$ cat src/rtl/tinyml_dma_pkg.sv
// Shared definitions for the tinyml DMA stream endpoint: control states and
// frame-size derived constants.
package tinyml_dma_pkg;

  typedef enum logic [1:0] {
    ST_IDLE  = 2'd0,
    ST_RUN   = 2'd1,
    ST_FLUSH = 2'd2
  } dma_state_t;

  function automatic int calc_nwords(input int fw, input int fh);
    return fw * fh;
  endfunction

  // Address/counter width: enough bits for word indices 0..NWORDS-1.
  function automatic int calc_aw(input int fw, input int fh);
    return (fw * fh > 1) ? $clog2(fw * fh) : 1;
  endfunction

endpackage

$ cat src/rtl/tinyml_dma_skid_buf.sv
// Two-entry valid/ready buffer between the source memory read port and the
// MM2S stream; the head word stays stable until it is popped.
module tinyml_dma_skid_buf #(
  parameter int W = 32
) (
  input  logic         clk,
  input  logic         rst_n,
  input  logic         in_valid,
  output logic         in_ready,
  input  logic [W-1:0] in_data,
  output logic         out_valid,
  input  logic         out_ready,
  output logic [W-1:0] out_data,
  output logic [1:0]   level
);

  logic [W-1:0] slot [2];
  logic         rd_ptr;
  logic         wr_ptr;
  logic         push;
  logic         pop;

  assign in_ready  = (level != 2'd2);
  assign out_valid = (level != 2'd0);
  assign out_data  = slot[rd_ptr];
  assign push      = in_valid && in_ready;
  assign pop       = out_valid && out_ready;

  always_ff @(posedge clk or negedge rst_n) begin
    if (!rst_n) begin
      slot[0] <= '0;
      slot[1] <= '0;
      rd_ptr  <= 1'b0;
      wr_ptr  <= 1'b0;
      level   <= 2'd0;
    end else begin
      if (push) begin
        slot[wr_ptr] <= in_data;
        wr_ptr       <= ~wr_ptr;
      end
      if (pop) begin
        rd_ptr <= ~rd_ptr;
      end
      level <= level + {1'b0, push} - {1'b0, pop};
    end
  end

endmodule

$ cat src/rtl/tinyml_dma_stream_endpoint.sv
// Frame-level DMA endpoint: streams NWORDS source words to an accelerator
// (MM2S) and writes the accelerator's NWORDS results back to sink memory (S2MM).
module tinyml_dma_stream_endpoint
  import tinyml_dma_pkg::*;
#(
  parameter int DATA_WIDTH          = 32,
  parameter int FRAME_WIDTH         = 640,
  parameter int FRAME_HEIGHT        = 480,
  parameter int DMA_TRANSFER_LENGTH = 1920,
  localparam int AW = calc_aw(FRAME_WIDTH, FRAME_HEIGHT),
  localparam int KW = DATA_WIDTH / 8
) (
  input  logic                  clk,
  input  logic                  rst_n,
  input  logic                  start,
  output logic                  busy,
  output logic                  done,
  output logic                  mem_rd_en,
  output logic [AW-1:0]         mem_rd_addr,
  input  logic [DATA_WIDTH-1:0] mem_rd_data,
  output logic                  dma_rvalid,
  input  logic                  dma_rready,
  output logic [KW-1:0]         dma_rkeep,
  output logic [DATA_WIDTH-1:0] dma_rdata,
  input  logic                  dma_wvalid,
  output logic                  dma_wready,
  input  logic                  dma_wlast,
  input  logic [DATA_WIDTH-1:0] dma_wdata,
  output logic                  mem_wr_en,
  output logic [AW-1:0]         mem_wr_addr,
  output logic [DATA_WIDTH-1:0] mem_wr_data,
  output logic                  wlast_err
);

  localparam int NWORDS = calc_nwords(FRAME_WIDTH, FRAME_HEIGHT);
  localparam int BW     = (DMA_TRANSFER_LENGTH > 1) ? $clog2(DMA_TRANSFER_LENGTH) : 1;
  localparam logic [AW-1:0] LAST_WORD  = AW'(NWORDS - 1);
  localparam logic [BW-1:0] LAST_BURST = BW'(DMA_TRANSFER_LENGTH - 1);

  dma_state_t state, state_nx;

  logic                  start_acc;
  logic                  rd_infl;
  logic                  rd_done;
  logic [AW-1:0]         tx_cnt;
  logic [AW-1:0]         rx_cnt;
  logic                  rx_done;
  logic [BW-1:0]         burst_cnt;
  logic                  skid_in_ready;
  logic                  skid_valid;
  logic [DATA_WIDTH-1:0] skid_data;
  logic [1:0]            skid_level;
  logic                  rd_pop;
  logic [2:0]            occupancy;
  logic                  tx_last;
  logic                  rx_acc;
  logic                  rx_complete;

  tinyml_dma_skid_buf #(.W(DATA_WIDTH)) u_skid (
    .clk      (clk),
    .rst_n    (rst_n),
    .in_valid (rd_infl),
    .in_ready (skid_in_ready),
    .in_data  (mem_rd_data),
    .out_valid(skid_valid),
    .out_ready(dma_rready),
    .out_data (skid_data),
    .level    (skid_level)
  );

  assign rd_pop     = skid_valid && dma_rready;
  assign dma_rvalid = skid_valid;
  assign dma_rdata  = skid_valid ? skid_data : '0;
  assign dma_rkeep  = {KW{skid_valid}};

  // A read is issued only if the returning word is guaranteed a slot, counting
  // the word still in flight and any pop happening this cycle.
  assign occupancy = {1'b0, skid_level} + {2'b00, rd_infl};
  assign mem_rd_en = (state == ST_RUN) && !rd_done && skid_in_ready
                     && (occupancy <= (3'd1 + {2'b00, rd_pop}));

  assign busy        = (state != ST_IDLE);
  assign dma_wready  = busy;
  assign tx_last     = rd_pop && (tx_cnt == LAST_WORD);
  assign rx_acc      = dma_wvalid && dma_wready && !rx_done;
  assign rx_complete = rx_done || (rx_acc && (rx_cnt == LAST_WORD));

  always_ff @(posedge clk or negedge rst_n) begin
    if (!rst_n) state <= ST_IDLE;
    else        state <= state_nx;
  end

  always_comb begin
    state_nx  = state;
    done      = 1'b0;
    start_acc = 1'b0;
    case (state)
      ST_IDLE: begin
        if (start) begin
          start_acc = 1'b1;
          state_nx  = ST_RUN;
        end
      end
      ST_RUN: begin
        if (tx_last) begin
          if (rx_complete) begin
            state_nx = ST_IDLE;
            done     = 1'b1;
          end else begin
            state_nx = ST_FLUSH;
          end
        end
      end
      ST_FLUSH: begin
        if (rx_complete) begin
          state_nx = ST_IDLE;
          done     = 1'b1;
        end
      end
      default: state_nx = ST_IDLE;
    endcase
  end

  // MM2S read side
  always_ff @(posedge clk or negedge rst_n) begin
    if (!rst_n) begin
      mem_rd_addr <= '0;
      rd_done     <= 1'b0;
      rd_infl     <= 1'b0;
      tx_cnt      <= '0;
    end else begin
      rd_infl <= mem_rd_en;
      if (start_acc) begin
        mem_rd_addr <= '0;
        rd_done     <= 1'b0;
        tx_cnt      <= '0;
      end else begin
        if (mem_rd_en) begin
          if (mem_rd_addr == LAST_WORD) rd_done <= 1'b1;
          else                          mem_rd_addr <= mem_rd_addr + 1'b1;
        end
        if (rd_pop && (tx_cnt != LAST_WORD)) begin
          tx_cnt <= tx_cnt + 1'b1;
        end
      end
    end
  end

  // S2MM write side
  always_ff @(posedge clk or negedge rst_n) begin
    if (!rst_n) begin
      rx_cnt      <= '0;
      rx_done     <= 1'b0;
      burst_cnt   <= '0;
      wlast_err   <= 1'b0;
      mem_wr_en   <= 1'b0;
      mem_wr_addr <= '0;
      mem_wr_data <= '0;
    end else begin
      mem_wr_en <= rx_acc;
      if (start_acc) begin
        rx_cnt    <= '0;
        rx_done   <= 1'b0;
        burst_cnt <= '0;
        wlast_err <= 1'b0;
      end else if (rx_acc) begin
        mem_wr_addr <= rx_cnt;
        mem_wr_data <= dma_wdata;
        if (rx_cnt == LAST_WORD) rx_done <= 1'b1;
        else                     rx_cnt  <= rx_cnt + 1'b1;
        burst_cnt <= (burst_cnt == LAST_BURST) ? '0 : burst_cnt + 1'b1;
        if (dma_wlast != (burst_cnt == LAST_BURST)) wlast_err <= 1'b1;
      end
    end
  end

endmodule

$ cat config.mk
export PLATFORM = sky130hd
export DESIGN_NAME = tinyml_dma_stream_endpoint
export DESIGN_NICKNAME = d
export VERILOG_FILES = /design/src/rtl/tinyml_dma_pkg.sv /design/src/rtl/tinyml_dma_skid_buf.sv /design/src/rtl/tinyml_dma_stream_endpoint.sv
export SDC_FILE = /design/constraint.sdc
export NUM_CORES = 1
export LEC_CHECK = 0
export BUFFER_PORTS_ARGS = -buffer_cell sky130_fd_sc_hd__buf_2
export CAP_MARGIN = 20
export CORE_MARGIN = 2
export CORE_UTILIZATION = 55
export DETAILED_ROUTE_END_ITERATION = 8
export HOLD_SLACK_MARGIN = 0.15
export PLACE_DENSITY_LB_ADDON = 0.12
export REMOVE_ABC_BUFFERS = 1
export SLEW_MARGIN = 20
export SYNTH_ARGS = -nofsm -noshare
export SYNTH_HDL_FRONTEND = slang
export SYNTH_SLANG_ARGS = --single-unit
export TNS_END_PERCENT = 100
$ cat constraint.sdc
create_clock -name clk -period 3.1 [get_ports clk]
set_input_delay 0.155 -clock clk [delete_from_list [all_inputs] [get_ports clk]]
set_output_delay 0.155 -clock clk [all_outputs]
set_load 0.01 [all_outputs]
* Word-level counts from Yosys, hierarchy flattened
Index checks and enable logic that the tools add are counted.
** Storage, ports and cells
- Word-level logic and storage cells :: 115
- Bits of input ports :: 70
- Bits in registers :: 194
** Cells by class
- Add/sub/neg operators :: 8
- Reduce and logical (&&, ||, !) cells :: 30
- Equal/unequal tests :: 14
- Multiplexer cells :: 37
- $lt $le $gt $ge :: 4
- Bitwise operators :: 5
** Operators by type and width (count)
- 32-bit 2-to-1 mux :: 5
- 19-bit 2-to-1 mux :: 8
- 64-bit bitwise mux :: 1
- 19-bit by 1-bit adder with 19-bit output, second input constant :: 3
- 19-bit equality test, second input constant :: 3
- 11-bit 2-to-1 mux :: 3
- 32-bit demux with 1-bit select :: 1
- 19-bit != test, second input constant :: 1
- 2-bit nonzero test :: 8
- 1-bit 2-to-1 mux :: 13
- 2-bit != test, second input constant :: 6
- 2-bit AND reduction :: 6
- 11-bit by 1-bit adder with 11-bit output, second input constant :: 1
- 11-bit equality test, second input constant :: 1
- 1-bit logical AND :: 11
- 2-bit 2-to-1 mux :: 4
- 2-bit one-hot mux with 3 select lines :: 1
- 2-bit greater-or-equal comparator, second input constant :: 2
- 1-bit NOT with 2-bit output :: 2
- 2-bit by 1-bit adder with 3-bit output :: 1
- 3-bit by 2-bit <= comparator with 1-bit output :: 1
- 1-bit NOT :: 3
- 3-bit AND reduction :: 1
- 1-bit by 1-bit adder with 2-bit output, first input constant :: 1
- other kinds (10) :: 11

* Longest topological paths before layout
- Word-level depth :: 8
- Mapped depth :: 10
- Depth with buffers taken out :: 9

* Cells and area by module
Synthesis repeated with hierarchy kept, for this count alone.
** Second synthesis, totals
- Cell total of the unflattened synthesis :: 885
- Area total of the unflattened synthesis :: 9534.1 µm²
** Modules (own cells, without submodules)
- tinyml_dma_stream_endpoint :: instances 1, area an instance 6256.0 µm², cells each 696, seq. area each 3153.0 µm²
- tinyml_dma_skid_buf :: instances 1, area an instance 3278.1 µm², cells each 189, seq. area each 1701.6 µm²

* Worst setup path before layout
Ideal clock, no wire load.
- Path kind :: register to register
- Start :: reg u_skid.level[1]
- End :: reg mem_rd_addr[12]
- Setup time :: 132 ps
- Period minus slack after synthesis :: 2832 ps
- Slack :: 268 ps
- Required time :: 2968 ps
- Data arrival time :: 2700 ps
- Buffers on the path :: 1
- Stages on the path, launching flop included :: 11
- Path through :: dfrtp_1 o21ai_2 inv_1 fa_1 o31a_1 o2111ai_1 clkbuf_1 inv_1 nand2_1 mux2i_1 nor2_1
** Between the ends
- Word-level cells in the longest chain between the ends :: 7
- Elaborated cells on any way between the ends :: 10
- Those cells by class :: 2 x add/sub; 1 x order compare; 1 x eq/ne; 6 x reduce/logical
** RTL lines
- start, declared :: RTL line tinyml_dma_skid_buf.sv:14 : output logic [1:0] level
- start signal, assigned :: RTL line tinyml_dma_skid_buf.sv:44 : level <= level + {1'b0, push} - {1'b0, pop};
- 2-bit nonzero test :: RTL line tinyml_dma_skid_buf.sv:24 : assign out_valid = (level != 2'd0);
- 1-bit logical AND :: RTL line tinyml_dma_stream_endpoint.sv:71 : assign rd_pop = skid_valid && dma_rready;
- named net rd_pop :: RTL line tinyml_dma_stream_endpoint.sv:53 : logic rd_pop;
- 1-bit by 1-bit adder with 2-bit output :: RTL line tinyml_dma_stream_endpoint.sv:80 : && (occupancy <= (3'd1 + {2'b00, rd_pop}));
- 3-bit by 2-bit <= comparator with 1-bit output :: RTL line tinyml_dma_stream_endpoint.sv:80
- 1-bit logical AND :: RTL line tinyml_dma_stream_endpoint.sv:80
- named net mem_rd_en :: RTL line tinyml_dma_stream_endpoint.sv:18 : output logic mem_rd_en,
- 2-bit nonzero test (no line)
- 2-bit AND reduction (no line)
- end signal, assigned :: RTL line tinyml_dma_stream_endpoint.sv:140 : else mem_rd_addr <= mem_rd_addr + 1'b1;
- end, declared :: RTL line tinyml_dma_stream_endpoint.sv:19 : output logic [AW-1:0] mem_rd_addr,
The timed path passes the listed nets, and every way through them passes these cells.
A chain may end at the register's enable or synchronous reset.

* Final worst setup path
- Start :: reg u_skid.level[1]
- End :: out mem_rd_en
** Between the ends
- Word-level cells in the longest chain between the ends :: 5
- Elaborated cells on any way between the ends :: 8
- Those cells by class :: 2 x add/sub; 1 x order compare; 1 x eq/ne; 4 x reduce/logical
** RTL lines (RTL line)
- 2-bit nonzero test :: tinyml_dma_skid_buf.sv:24
- 1-bit logical AND :: tinyml_dma_stream_endpoint.sv:71
- named net rd_pop :: tinyml_dma_stream_endpoint.sv:53
- 1-bit by 1-bit adder with 2-bit output :: tinyml_dma_stream_endpoint.sv:80
- 3-bit by 2-bit <= comparator with 1-bit output :: tinyml_dma_stream_endpoint.sv:80
- 1-bit logical AND :: tinyml_dma_stream_endpoint.sv:80
- end, declared :: tinyml_dma_stream_endpoint.sv:18
The timed path passes the listed nets, and every way through them passes these cells.

==> results_dict.tcl <==
set metrics [dict create \
    fp.dieArea_um2 17600 \
    synth_xor_area_share_pct 3.47 \
    drt_iter0_markers 485 \
    finalCritPeriodShare_pct 89.3 \
    io_pins 183 \
    final_hold_viol_count 0 \
    initial_core_util_pct 55.6 \
    synth_edf_count 0 \
    most-common-layout-cells "193 x dfrtp_1, 185 x nand2_1, 181 x buf_2, 82 x nor2_1, 66 x dlygate4sd3_1" \
    p_leak_nw 5.67 \
    die_h_um 133 \
    hold_path.class "input port to flip-flop" \
    synth_compound_area_share_pct 6.41 \
    cts_tree "yes" \
    vias_per_cell 5.34 \
    final-setup-viol-count 0 \
    clock_tree.buffer_depth 2 \
    vias 7181 \
    vdd_ir_drop_max_v 0.000395 \
    async_flop_share_pct 100 \
    place_area_um2 10200 \
    area_growth_syn_to_layout_pct 25.6 \
    die_x_um 133 \
    min_path_cells 4 \
    port_buffers 182 \
    clkPwrFrac_pct 31.0 \
    h-tree-depth 4 \
    finalClockSkew_ps 11.8 \
    nets 1198 \
    ys_warn_count 0 \
    mostFrequentLayoutCell "dfrtp_1" \
    drive_gt1_share_pct 27.7 \
    fin_cells 1346 \
    power.density_nw_per_um2 581 \
    cts_root_buf "clkbuf_16" \
    cts_sinks 194 \
    ys.flop_type "dfrtp_1" \
    grt_first_pass_wirelength_um 34500 \
    routed_wl_um 20300 \
    p_comb_share_pct 23.1 \
    yosys.area_share.simple_pct 19.4 \
    synthMuxAreaShare_pct 12.1 \
    reg2regPathDepth 8 \
    status "complete, no violations" \
    ctsHoldBuffers 66 \
    dr.pass1.iters 4 \
    cp_data_arrival_time_ps 2610 \
    antenna_found_initial 0 \
    synthesis.instances 878 \
    max-slew-margin-rel_pct 48.8 \
    tns_ps 0 \
    syn_avg_cell_area_um2 10.4 \
    grt_usage_pct 24.1 \
    critPathCaptureType "output pin" \
    power_frac_seq_pct 46.0 \
    power_switching_mw 2.05 \
    clkTransAtPathRegs_ps 70 \
    post_cts_resized 0 \
    period_minus_slack_ps 2770 \
    dpl.hpwl_um 12900 \
    grt_start_max_net_pins 96 \
    wire_per_inst_um 15.1 \
    critPathKind "flip-flop to output pin" \
    stdcell_area_um2 11400 \
    synth-seq-cells 194 \
    ys_types 63 \
    start_kind "flip-flop" \
    clock_latency_ps 430 \
    drc 0 \
    synth_top_family_by_area "simple AND/OR/NAND/NOR gates" \
    placementRows 47 \
    fmax_ghz 0.361 \
    final_max_slew_viol_count 0 \
    worstMarginPinSlew_ps 769 \
    netlist_area_um2 9090 \
    finalWeightedCongestion 0.839 \
    cp_max_fo 10 \
    core_um2 16300 \
    maxCapViolations 0 \
    numCtsBuffers 17 \
    yosys.area_share.adder_pct 1.87 \
    synth.yosys.seq_area_share_pct 53.4 \
    p_int_mw 4.59 \
    postCtsSetupBuffers 0 \
    grt_pass1_vias 7014 \
    switching_share_pct 30.9 \
    rsz0062_at_grt "no" \
    overflow 0 \
    dp.cells 1250 \
    ant_nets 0 \
    cp.required_ps 2940 \
    insertedDiodeCount 0 \
]
[worst paths after layout]
check / slack, ps / to / startpoint
hold / removal: 180 / u_skid.rd_ptr / dma_rready
max in group asynchronous: 1870 / mem_wr_addr[7] / rst_n
hold reg to reg: 470 / mem_wr_addr[10] / mem_wr_addr[10]
setup reg to reg: 440 / mem_rd_addr[8] / u_skid.level[1]
min in group asynchronous: 350 / u_skid.slot[6] / rst_n
setup / recovery: 330 / mem_rd_en / u_skid.level[1]
[registers in the layout, summed over array words and instances (netlist names), 2 cells and up]
register      flops
tx_cnt           19
u_skid.slot      64
mem_rd_addr      19
state             2
burst_cnt        11
u_skid.level      2
rx_cnt           19
mem_wr_data      32
mem_wr_addr      19
[critical path: stages (launching register included)]
cell	delay, ps
dfrtp_1	460
o21ai_2	150
inv_1	80
fa_1	490
o31a_1	290
o2111ai_1	250
buf_4	220
inv_1	90
buf_2	150
[area by class of cell]
type	instances	area, µm²
clock buffers	22	464
clock inverters	8	80.1
fillers	1227	4930
inverters	24	90.1
multi-input cells	614	3940
flip-flops and latches	194	4860
well taps	220	275
repair buffers	264	1710
[Yosys cell counts, types with 4 or more instances]
cell type | number | area (µm²)
a21oi_1 | 17 | 85.1
a31oi_1 | 5 | 31.3
and3_1 | 5 | 31.3
buf_4 | 7 | 52.6
clkbuf_1 | 32 | 120
dfrtp_1 | 194 | 4850
ha_1 | 12 | 150
inv_1 | 23 | 86.3
mux2_2 | 64 | 721
mux2i_1 | 38 | 380
nand2_1 | 185 | 694
nand2b_1 | 5 | 31.3
nand3_1 | 24 | 120
nand4_1 | 9 | 56.3
nor2_1 | 84 | 315
nor3_1 | 11 | 55.1
nor3b_1 | 5 | 37.5
nor4_1 | 11 | 68.8
o21a_1 | 9 | 67.6
o21ai_0 | 13 | 65.1
o21ai_1 | 7 | 35.0
o31ai_1 | 5 | 37.5
or3_1 | 11 | 68.8
or4_1 | 4 | 30.0
xnor2_1 | 27 | 236
xor2_1 | 9 | 78.8
[layer usage]
layer / share of wire [%] / routed length (µm) / global-route usage (%) / up-vias
met3: 4.7 / 963 / 4.87 / 26
met4: 1.7 / 355 / 7.41 / 0
met5: 0 / 0 / 0 / -
li1: - / - / - / 3475
met2: 47 / 9510 / 38.4 / 183
met1: 47 / 9480 / 33.6 / 3497
[power by group through the flow]
stage	logic [mW]	registers (mW)	clock network [mW]
4_1_cts	1.54	3.05	2.10
6_report	1.53	3.05	2.06
3_5_place_dp	1.46	3.09	0
5_1_grt	1.70	3.10	2.21
3_3_place_gp	1.44	3.09	0
2_1_floorplan	0.821	3.10	0
[stage by stage]
stage          power [mW]  util (%)  hold slack (ps)  setup slack (ps)
6_report             6.64      69.9              179               333
5_1_grt              7.01      69.9              181               140
3_5_place_dp         4.56      62.5              297               460
3_3_place_gp         4.53      62.5              293               566
4_1_cts              6.69      69.9              172               312
2_1_floorplan        3.92         -             -141              -160
[cell families (layout without fill, tap and decap cells)]
logic type,after synthesis,after routing
multiplexers,102,102
flip-flops,194,194
XOR/XNOR,36,36
AO/OA/AOI/OAI,83,83
AND/OR/NAND/NOR,380,380
adder cells (fa/ha/maj),13,13
buffers and inverters,70,318
(Power assumes the default switching activity.)
